[src/rtl/booth_pkg.sv]
// Shared types and constants for the sequential radix-2 Booth multiplier.
package booth_pkg;

   // Controller states.
   typedef enum logic [1:0] {
      IDLE = 2'd0,
      RUN  = 2'd1,
      DONE = 2'd2
   } state_t;

   // Booth pair {Q[0], q_m1} encodings; 2'b11 also means no operation.
   localparam logic [1:0] BOOTH_NOP = 2'b00;
   localparam logic [1:0] BOOTH_ADD = 2'b01;
   localparam logic [1:0] BOOTH_SUB = 2'b10;

   // Internal datapath width: one guard bit so -M never overflows.
   function automatic int unsigned ext_width(input int unsigned w);
      return w + 1;
   endfunction

   // Iteration counter width; must hold the value ext_width(w).
   function automatic int unsigned cnt_width(input int unsigned w);
      return $clog2(w + 2);
   endfunction

endpackage

[src/rtl/booth_mult_seq_if.sv]
// Start/result handshake bundle of the Booth multiplier.
interface booth_mult_seq_if #(
   parameter int unsigned WIDTH = 8
);

   logic                   start;
   logic                   signed_mode;
   logic [WIDTH-1:0]       multiplicand;
   logic [WIDTH-1:0]       multiplier;
   logic                   ready;
   logic                   busy;
   logic                   done;
   logic [2*WIDTH-1:0]     product;

   // Requester side.
   modport master (
      output start, signed_mode, multiplicand, multiplier,
      input  ready, busy, done, product
   );

   // Multiplier side.
   modport slave (
      input  start, signed_mode, multiplicand, multiplier,
      output ready, busy, done, product
   );

endinterface

[src/rtl/booth_step.sv]
// One radix-2 Booth iteration: conditional add/sub of M, then arithmetic shift of {A,Q,q_m1}.
module booth_step
   import booth_pkg::*;
#(
   parameter int unsigned E = 9
) (
   input  logic [E-1:0] a,
   input  logic [E-1:0] q,
   input  logic         q_m1,
   input  logic [E-1:0] m,
   output logic [E-1:0] a_next,
   output logic [E-1:0] q_next,
   output logic         q_m1_next
);

   logic [E-1:0] sum;

   // Add/subtract selected by the Booth pair, then shift right keeping A's sign.
   always_comb begin
      sum = a;
      unique case ({q[0], q_m1})
         BOOTH_ADD: sum = a + m;
         BOOTH_SUB: sum = a - m;
         default:   sum = a;
      endcase
      a_next    = {sum[E-1], sum[E-1:1]};
      q_next    = {sum[0], q[E-1:1]};
      q_m1_next = q[0];
   end

endmodule

[src/rtl/booth_mult_seq.sv]
// Sequential radix-2 Booth multiplier, signed or unsigned, one iteration per clock.
module booth_mult_seq
   import booth_pkg::*;
#(
   parameter int unsigned WIDTH = 8,
   parameter int unsigned CNT_W = cnt_width(WIDTH)
) (
   input  logic            clk,
   input  logic            clr,
   booth_mult_seq_if.slave bus
);

   localparam int unsigned E  = ext_width(WIDTH);
   localparam int unsigned PW = 2 * WIDTH;

   state_t           state_q;
   state_t           state_d;
   logic             accept;
   logic             last_iter;

   logic [E-1:0]     a_q;
   logic [E-1:0]     q_q;
   logic [E-1:0]     m_q;
   logic             q_m1_q;
   logic [CNT_W-1:0] cnt_q;

   logic [E-1:0]     a_n;
   logic [E-1:0]     q_n;
   logic             q_m1_n;

   logic             ready_q;
   logic             busy_q;
   logic             done_q;
   logic [PW-1:0]    product_q;

   // Sign- or zero-extend an operand to the internal width.
   function automatic logic [E-1:0] extend(input logic [WIDTH-1:0] x, input logic s);
      return {s & x[WIDTH-1], x};
   endfunction

   booth_step #(.E(E)) u_step (
      .a         (a_q),
      .q         (q_q),
      .q_m1      (q_m1_q),
      .m         (m_q),
      .a_next    (a_n),
      .q_next    (q_n),
      .q_m1_next (q_m1_n)
   );

   // State register.
   always_ff @(posedge clk) begin
      if (clr) state_q <= IDLE;
      else     state_q <= state_d;
   end

   // Next-state logic; DONE accepts a new start just like IDLE.
   always_comb begin
      state_d   = state_q;
      accept    = 1'b0;
      last_iter = 1'b0;
      unique case (state_q)
         IDLE, DONE: begin
            if (bus.start) begin
               state_d = RUN;
               accept  = 1'b1;
            end else begin
               state_d = IDLE;
            end
         end
         RUN: begin
            if (cnt_q == CNT_W'(1)) begin
               state_d   = DONE;
               last_iter = 1'b1;
            end
         end
         default: state_d = IDLE;
      endcase
   end

   // Status outputs registered from the next state.
   always_ff @(posedge clk) begin
      if (clr) begin
         ready_q <= 1'b1;
         busy_q  <= 1'b0;
         done_q  <= 1'b0;
      end else begin
         ready_q <= (state_d != RUN);
         busy_q  <= (state_d == RUN);
         done_q  <= (state_d == DONE);
      end
   end

   // Operand load on accept, one Booth iteration per RUN cycle.
   always_ff @(posedge clk) begin
      if (clr) begin
         a_q    <= '0;
         q_q    <= '0;
         m_q    <= '0;
         q_m1_q <= 1'b0;
         cnt_q  <= '0;
      end else if (accept) begin
         a_q    <= '0;
         q_q    <= extend(bus.multiplier, bus.signed_mode);
         m_q    <= extend(bus.multiplicand, bus.signed_mode);
         q_m1_q <= 1'b0;
         cnt_q  <= CNT_W'(E);
      end else if (state_q == RUN) begin
         a_q    <= a_n;
         q_q    <= q_n;
         q_m1_q <= q_m1_n;
         cnt_q  <= cnt_q - CNT_W'(1);
      end
   end

   // Product register updates only on the completing iteration.
   always_ff @(posedge clk) begin
      if (clr)            product_q <= '0;
      else if (last_iter) product_q <= {a_n[E-3:0], q_n};
   end

   assign bus.ready   = ready_q;
   assign bus.busy    = busy_q;
   assign bus.done    = done_q;
   assign bus.product = product_q;

endmodule

[src/flat_wrapper.sv]
// flat-port wrapper written by rule: the top's interface ports become plain ports
module booth_mult_seq_flat import booth_pkg::*;
#(
   parameter int unsigned WIDTH = 8,
   parameter int unsigned CNT_W = cnt_width(WIDTH)
)
  (clk, clr, bus_start, bus_signed_mode, bus_multiplicand, bus_multiplier, bus_ready, bus_busy, bus_done, bus_product);
  booth_mult_seq_if #(.WIDTH(WIDTH)) bus_i ();
  input  logic clk;
  input  logic clr;
  input wire logic [$bits(bus_i.start)-1:0] bus_start;
  input wire logic [$bits(bus_i.signed_mode)-1:0] bus_signed_mode;
  input wire logic [$bits(bus_i.multiplicand)-1:0] bus_multiplicand;
  input wire logic [$bits(bus_i.multiplier)-1:0] bus_multiplier;
  output wire logic [$bits(bus_i.ready)-1:0] bus_ready;
  output wire logic [$bits(bus_i.busy)-1:0] bus_busy;
  output wire logic [$bits(bus_i.done)-1:0] bus_done;
  output wire logic [$bits(bus_i.product)-1:0] bus_product;
  assign bus_i.start = bus_start;
  assign bus_i.signed_mode = bus_signed_mode;
  assign bus_i.multiplicand = bus_multiplicand;
  assign bus_i.multiplier = bus_multiplier;
  assign bus_ready = bus_i.ready;
  assign bus_busy = bus_i.busy;
  assign bus_done = bus_i.done;
  assign bus_product = bus_i.product;
  booth_mult_seq #(.WIDTH(WIDTH), .CNT_W(CNT_W)) u_core (.clk(clk), .clr(clr), .bus(bus_i));
endmodule
[config.mk]
export PLATFORM = sky130hd
export DESIGN_NAME = booth_mult_seq_flat
export DESIGN_NICKNAME = d
export VERILOG_FILES = /design/src/rtl/booth_pkg.sv /design/src/rtl/booth_mult_seq_if.sv /design/src/rtl/booth_step.sv /design/src/rtl/booth_mult_seq.sv /design/src/flat_wrapper.sv
export SDC_FILE = /design/constraint.sdc
export NUM_CORES = 1
export LEC_CHECK = 0
export BUFFER_PORTS_ARGS = -buffer_cell sky130_fd_sc_hd__buf_2
export CAP_MARGIN = 5
export CORE_MARGIN = 10
export CORE_UTILIZATION = 25
export CTS_BUF_LIST = sky130_fd_sc_hd__clkbuf_4
export CTS_CLUSTER_DIAMETER = 50
export DETAILED_ROUTE_END_ITERATION = 12
export GPL_TIMING_DRIVEN = 0
export HOLD_SLACK_MARGIN = 0.06
export REMOVE_ABC_BUFFERS = 1
export SLEW_MARGIN = 20
export SYNTH_ARGS = -nofsm -noshare
export SYNTH_HDL_FRONTEND = slang
export SYNTH_SLANG_ARGS = --single-unit
[constraint.sdc]
create_clock -name clk -period 3.4 [get_ports clk]
set_clock_uncertainty 0.15 [all_clocks]
set_input_delay 0.68 -clock clk [delete_from_list [all_inputs] [get_ports clk]]
set_output_delay 0.68 -clock clk [all_outputs]
set_load 0.01 [all_outputs]
==> out/qor.tcl <==
set qor(worstPathMaxFanout) 6
set qor(final_cell_count_no_fill) 462
set qor(cpLargestDelayFamily) {compound AO/OA/AOI/OAI gates}
set qor(post-route-worst-setup-slack_ns) 0.5542
set qor(yosys_warnings) 0
set qor(cts_root_buffer) {sky130_fd_sc_hd__clkbuf_4}
set qor(period_share) 0.8370
set qor(bufs_and_invs_on_worst_path) 0
set qor(setup_slack_of_the_most_critical_reg_to_reg_path_ns) 0.55
set qor(power-per-cell-area_nw_per_um2) 458.5
set qor(finalInstanceArea_um2) 2818
set qor(worstPathCellList) {nor4_2, a21oi_1, xnor2_1, ha_1, a21o_1, a31o_2, a21oi_1, xnor2_1, or4_1, a21oi_1}
set qor(reg2reg_depth) 10
set qor(placeableCoreArea_um2) 9684
set qor(drv_cap) 0
set qor(cts.sinks) 52
set qor(cts_buffer_depth) 2
set qor(synth_seq_area_share) 0.4217
set qor(cp_num_cells) 10
set qor(grt_pass1_vias) 2104
set qor(timing.critical_path.slowest_stage_cell) {sky130_fd_sc_hd__dfxtp_1}
set qor(worst_setup_path_end_kind) {flip-flop}
set qor(timing.hold.worst.class) {reg -> reg}
set qor(post_drt_wl_per_cell_um) 12.88
set qor(slew_headroom) 0.4420
set qor(preCtsSetupSlack_ns) 0.6028
set qor(initial_antenna_violation_count) 0
set qor(drt_first_iter_violations) 94
set qor(crit_path_start) {u_core.m_q[2]$_SDFFE_PP0P_}
set qor(tritoncts) {done}
set qor(max_stage_delay_ns) 0.41
set qor(areaGrowthSynthToFinish_pct) 14.14
set qor(critical_path_startpoint_category) {flip-flop}
set qor(min_period_ns) 2.846
set qor(final_max_slew_viol_count) 0
set qor(cts.repair_timing.setup_buffer_count) 0
set qor(timing.final.hold_violations) 0
set qor(antenna_left) 0
set qor(clk-insertion-delay-late_ns) 0.37
set qor(syn_inst) 298
set qor(grt_overflow) 0
set qor(grt_max_degree) 44
set qor(run_status) {finished clean}
set qor(cts-hold-fix-buffers) 0
set qor(dr.pass1.iters) 4
set qor(leakage_uw) 0.001116
set qor(synth_ff_type) {sky130_fd_sc_hd__dfxtp_1}
set qor(post_synth.cell_area_avg_um2) 8.284
set qor(place.port_buffers) 38
set qor(vdd_ir_drop_max_uv) 210.0
set qor(global_route.usage.total) 0.08188
set qor(drt_drc_violations_left) 0
set qor(syn_area_um2) 2469
set qor(worstSetupEndpoint) {u_core.a_q[7]$_SDFFE_PP0P_}
set qor(worst-endpoint-required_ns) 3.57
set qor(reg2reg_from) {u_core.m_q[2]$_SDFFE_PP0P_}
set qor(cts_resized) 0
set qor(weighted_congestion_reported_at_the_end_of_routability_driven_placement) 0.8368
set qor(worst_setup_hold_path_clk_slew_ns) 0.15
set qor(routed_via_density) 4.595
set qor(timing.rr.end) {u_core.a_q[7]$_SDFFE_PP0P_}
set qor(synth.distinct_cells) 35
set qor(cts_made_buffers) 5
set qor(initial_utilization) 0.2549
set qor(via_count) 2123
set qor(ys_async_sr_fraction) 0
set qor(die_area_um2) 14250
set qor(hold_depth) 2
set qor(worstPathArrival_ns) 3.01
set qor(dpl.cell_count) 454
set qor(drive_above_1_share) 0.1733
set qor(postSynthRegisterBits) 52
set qor(post_detail_place_hpwl_mm) 4.396
set qor(worstMarginPinSlew_ns) 0.8361
set qor(synth_enable_flop_cells) 0
set qor(final_routed_wirelength_across_all_metal_layers_mm) 5.952
set qor(num-nets-final) 361
set qor(timing.final.setup_violations) 0
set qor(rsz0062_at_grt) {no}
set qor(path_class) {reg -> reg}
set qor(placed_cell_area_um2) 2756
set qor(fp-row-count) 36
set qor(die_height_um) 119.4
set qor(achievable-frequency_mhz) 351.4
set qor(grt_pass1_wl_mm) 9.956
set qor(tns_ns) 0
set qor(path_common_cell) {sky130_fd_sc_hd__a21oi_1}
set qor(pin_count) 39
set qor(antenna-diode-count) 0
set qor(clock_tree.htree_level_count) 2
set qor(chipWidth_um) 119.4
set qor(worst_hold_slack_ns) 0.3110
state kept, by name, summed over array words and instances (netlist names):
| name | flops |
|---|---|
| u_core.a_q | 8 |
| u_core.bus.busy | 1 |
| u_core.bus.done | 1 |
| u_core.bus.product | 16 |
| u_core.bus.ready | 1 |
| u_core.cnt_q | 4 |
| u_core.m_q | 9 |
| u_core.q_m1_q | 1 |
| u_core.q_q | 9 |
| u_core.state_q | 2 |
power breakdown:
| part | internal, uW | leakage (uW) | switching (uW) |
|---|---|---|---|
| registers | 643 | 0.000424 | 27.1 |
| clock network | 90.7 | 0.0000319 | 199 |
| logic | 143 | 0.000660 | 190 |
| total | 876 | 0.00112 | 416 |
metal layers:
layer | routed length [um] | GRT usage
met2 | 2732 | 0.1376
met4 | 29 | 0.01207
met5 | 0 | 0
met3 | 296 | 0.02834
met1 | 2894 | 0.1009
cell usage after synthesis (2+ instances only):
cell                        n  area [um2]
sky130_fd_sc_hd__nand3b_1   2       15.01
sky130_fd_sc_hd__nor3_1     5       25.02
sky130_fd_sc_hd__xor2_1     3       26.28
sky130_fd_sc_hd__clkbuf_1  12       45.04
sky130_fd_sc_hd__xnor2_1   12       105.1
sky130_fd_sc_hd__nor2b_1    4       25.02
sky130_fd_sc_hd__inv_1      8       30.03
sky130_fd_sc_hd__clkbuf_8   3       41.29
sky130_fd_sc_hd__ha_1      12       150.1
sky130_fd_sc_hd__a31o_2     2       17.52
sky130_fd_sc_hd__a211oi_1   7       52.55
sky130_fd_sc_hd__mux2i_1    6       60.06
sky130_fd_sc_hd__a21o_1     4       30.03
sky130_fd_sc_hd__a21oi_1   43       215.2
sky130_fd_sc_hd__nand2_1   57       214.0
sky130_fd_sc_hd__dfxtp_1   52        1041
sky130_fd_sc_hd__or2b_2     2       17.52
sky130_fd_sc_hd__nand3_1    3       15.01
sky130_fd_sc_hd__a22oi_1    8       60.06
sky130_fd_sc_hd__nor2_1    28       105.1
sky130_fd_sc_hd__a31oi_1    4       25.02
sky130_fd_sc_hd__o21ai_0    8       40.04
cell families (layout without fill, tap and decap cells):
group	count (synthesis)	count (layout)	synth area share
simple gates	108	108	0.1911
buf+inv	25	56	0.05220
mux	6	6	0.02433
xor+xnor	15	15	0.05322
compound gates	79	79	0.1886
fa+ha+maj	13	13	0.06893
flops	52	52	0.4217
per-stage QoR:
step                utilization  power (uW)
detailed placement       0.2846        1016
CTS                      0.2910        1308
floorplan                     -       922.9
finish                   0.2910        1292
global route             0.2910        1382
global placement         0.2815        1002
final cells by class:
cell class / count / area (um2)
Tap cell: 133 / 166.4
Inverter: 8 / 30.03
Clock buffer: 6 / 45.04
Timing Repair Buffer: 40 / 212.7
Clock inverter: 2 / 16.27
Sequential cell: 52 / 1041
Multi-Input combinational cell: 221 / 1306
Fill cell: 1032 / 6867
worst min-delay path, cell delays in order (launching register included):
cell                      delay, ns
sky130_fd_sc_hd__dfxtp_1       0.33
sky130_fd_sc_hd__nand2_1       0.05
sky130_fd_sc_hd__a21oi_1       0.05
layout by cell type, fill, tap and decap left out, types with 4 or more instances in the layout:
master                     count
sky130_fd_sc_hd__o21ai_0       8
sky130_fd_sc_hd__a31oi_1       4
sky130_fd_sc_hd__nor3_1        5
sky130_fd_sc_hd__dfxtp_1      52
sky130_fd_sc_hd__a21oi_1      43
sky130_fd_sc_hd__nand2_1      57
sky130_fd_sc_hd__a22oi_1       8
sky130_fd_sc_hd__nor2_1       27
sky130_fd_sc_hd__a21o_1        4
sky130_fd_sc_hd__inv_1         8
sky130_fd_sc_hd__ha_1         12
sky130_fd_sc_hd__a211oi_1      7
sky130_fd_sc_hd__xnor2_1      12
sky130_fd_sc_hd__buf_2        38
sky130_fd_sc_hd__mux2i_1       6
sky130_fd_sc_hd__clkbuf_4      6
worst min-delay path by stage:
stage	end	from	slack [ns]
finish	u_core.bus.product[4]$_SDFFE_PP0P_	u_core.bus.product[4]$_SDFFE_PP0P_	0.31
global route	u_core.bus.product[3]$_SDFFE_PP0P_	u_core.q_q[4]$_SDFFE_PP0P_	0.33
detailed placement	u_core.bus.product[4]$_SDFFE_PP0P_	u_core.bus.product[4]$_SDFFE_PP0P_	0.29
global placement	u_core.bus.product[1]$_SDFFE_PP0P_	u_core.bus.product[1]$_SDFFE_PP0P_	0.29
floorplan	u_core.q_m1_q$_SDFFE_PP0P_	u_core.q_m1_q$_SDFFE_PP0P_	0.29
CTS	u_core.bus.product[3]$_SDFFE_PP0P_	u_core.q_q[4]$_SDFFE_PP0P_	0.31
Note: power is estimated with default switching activity, not from simulation.
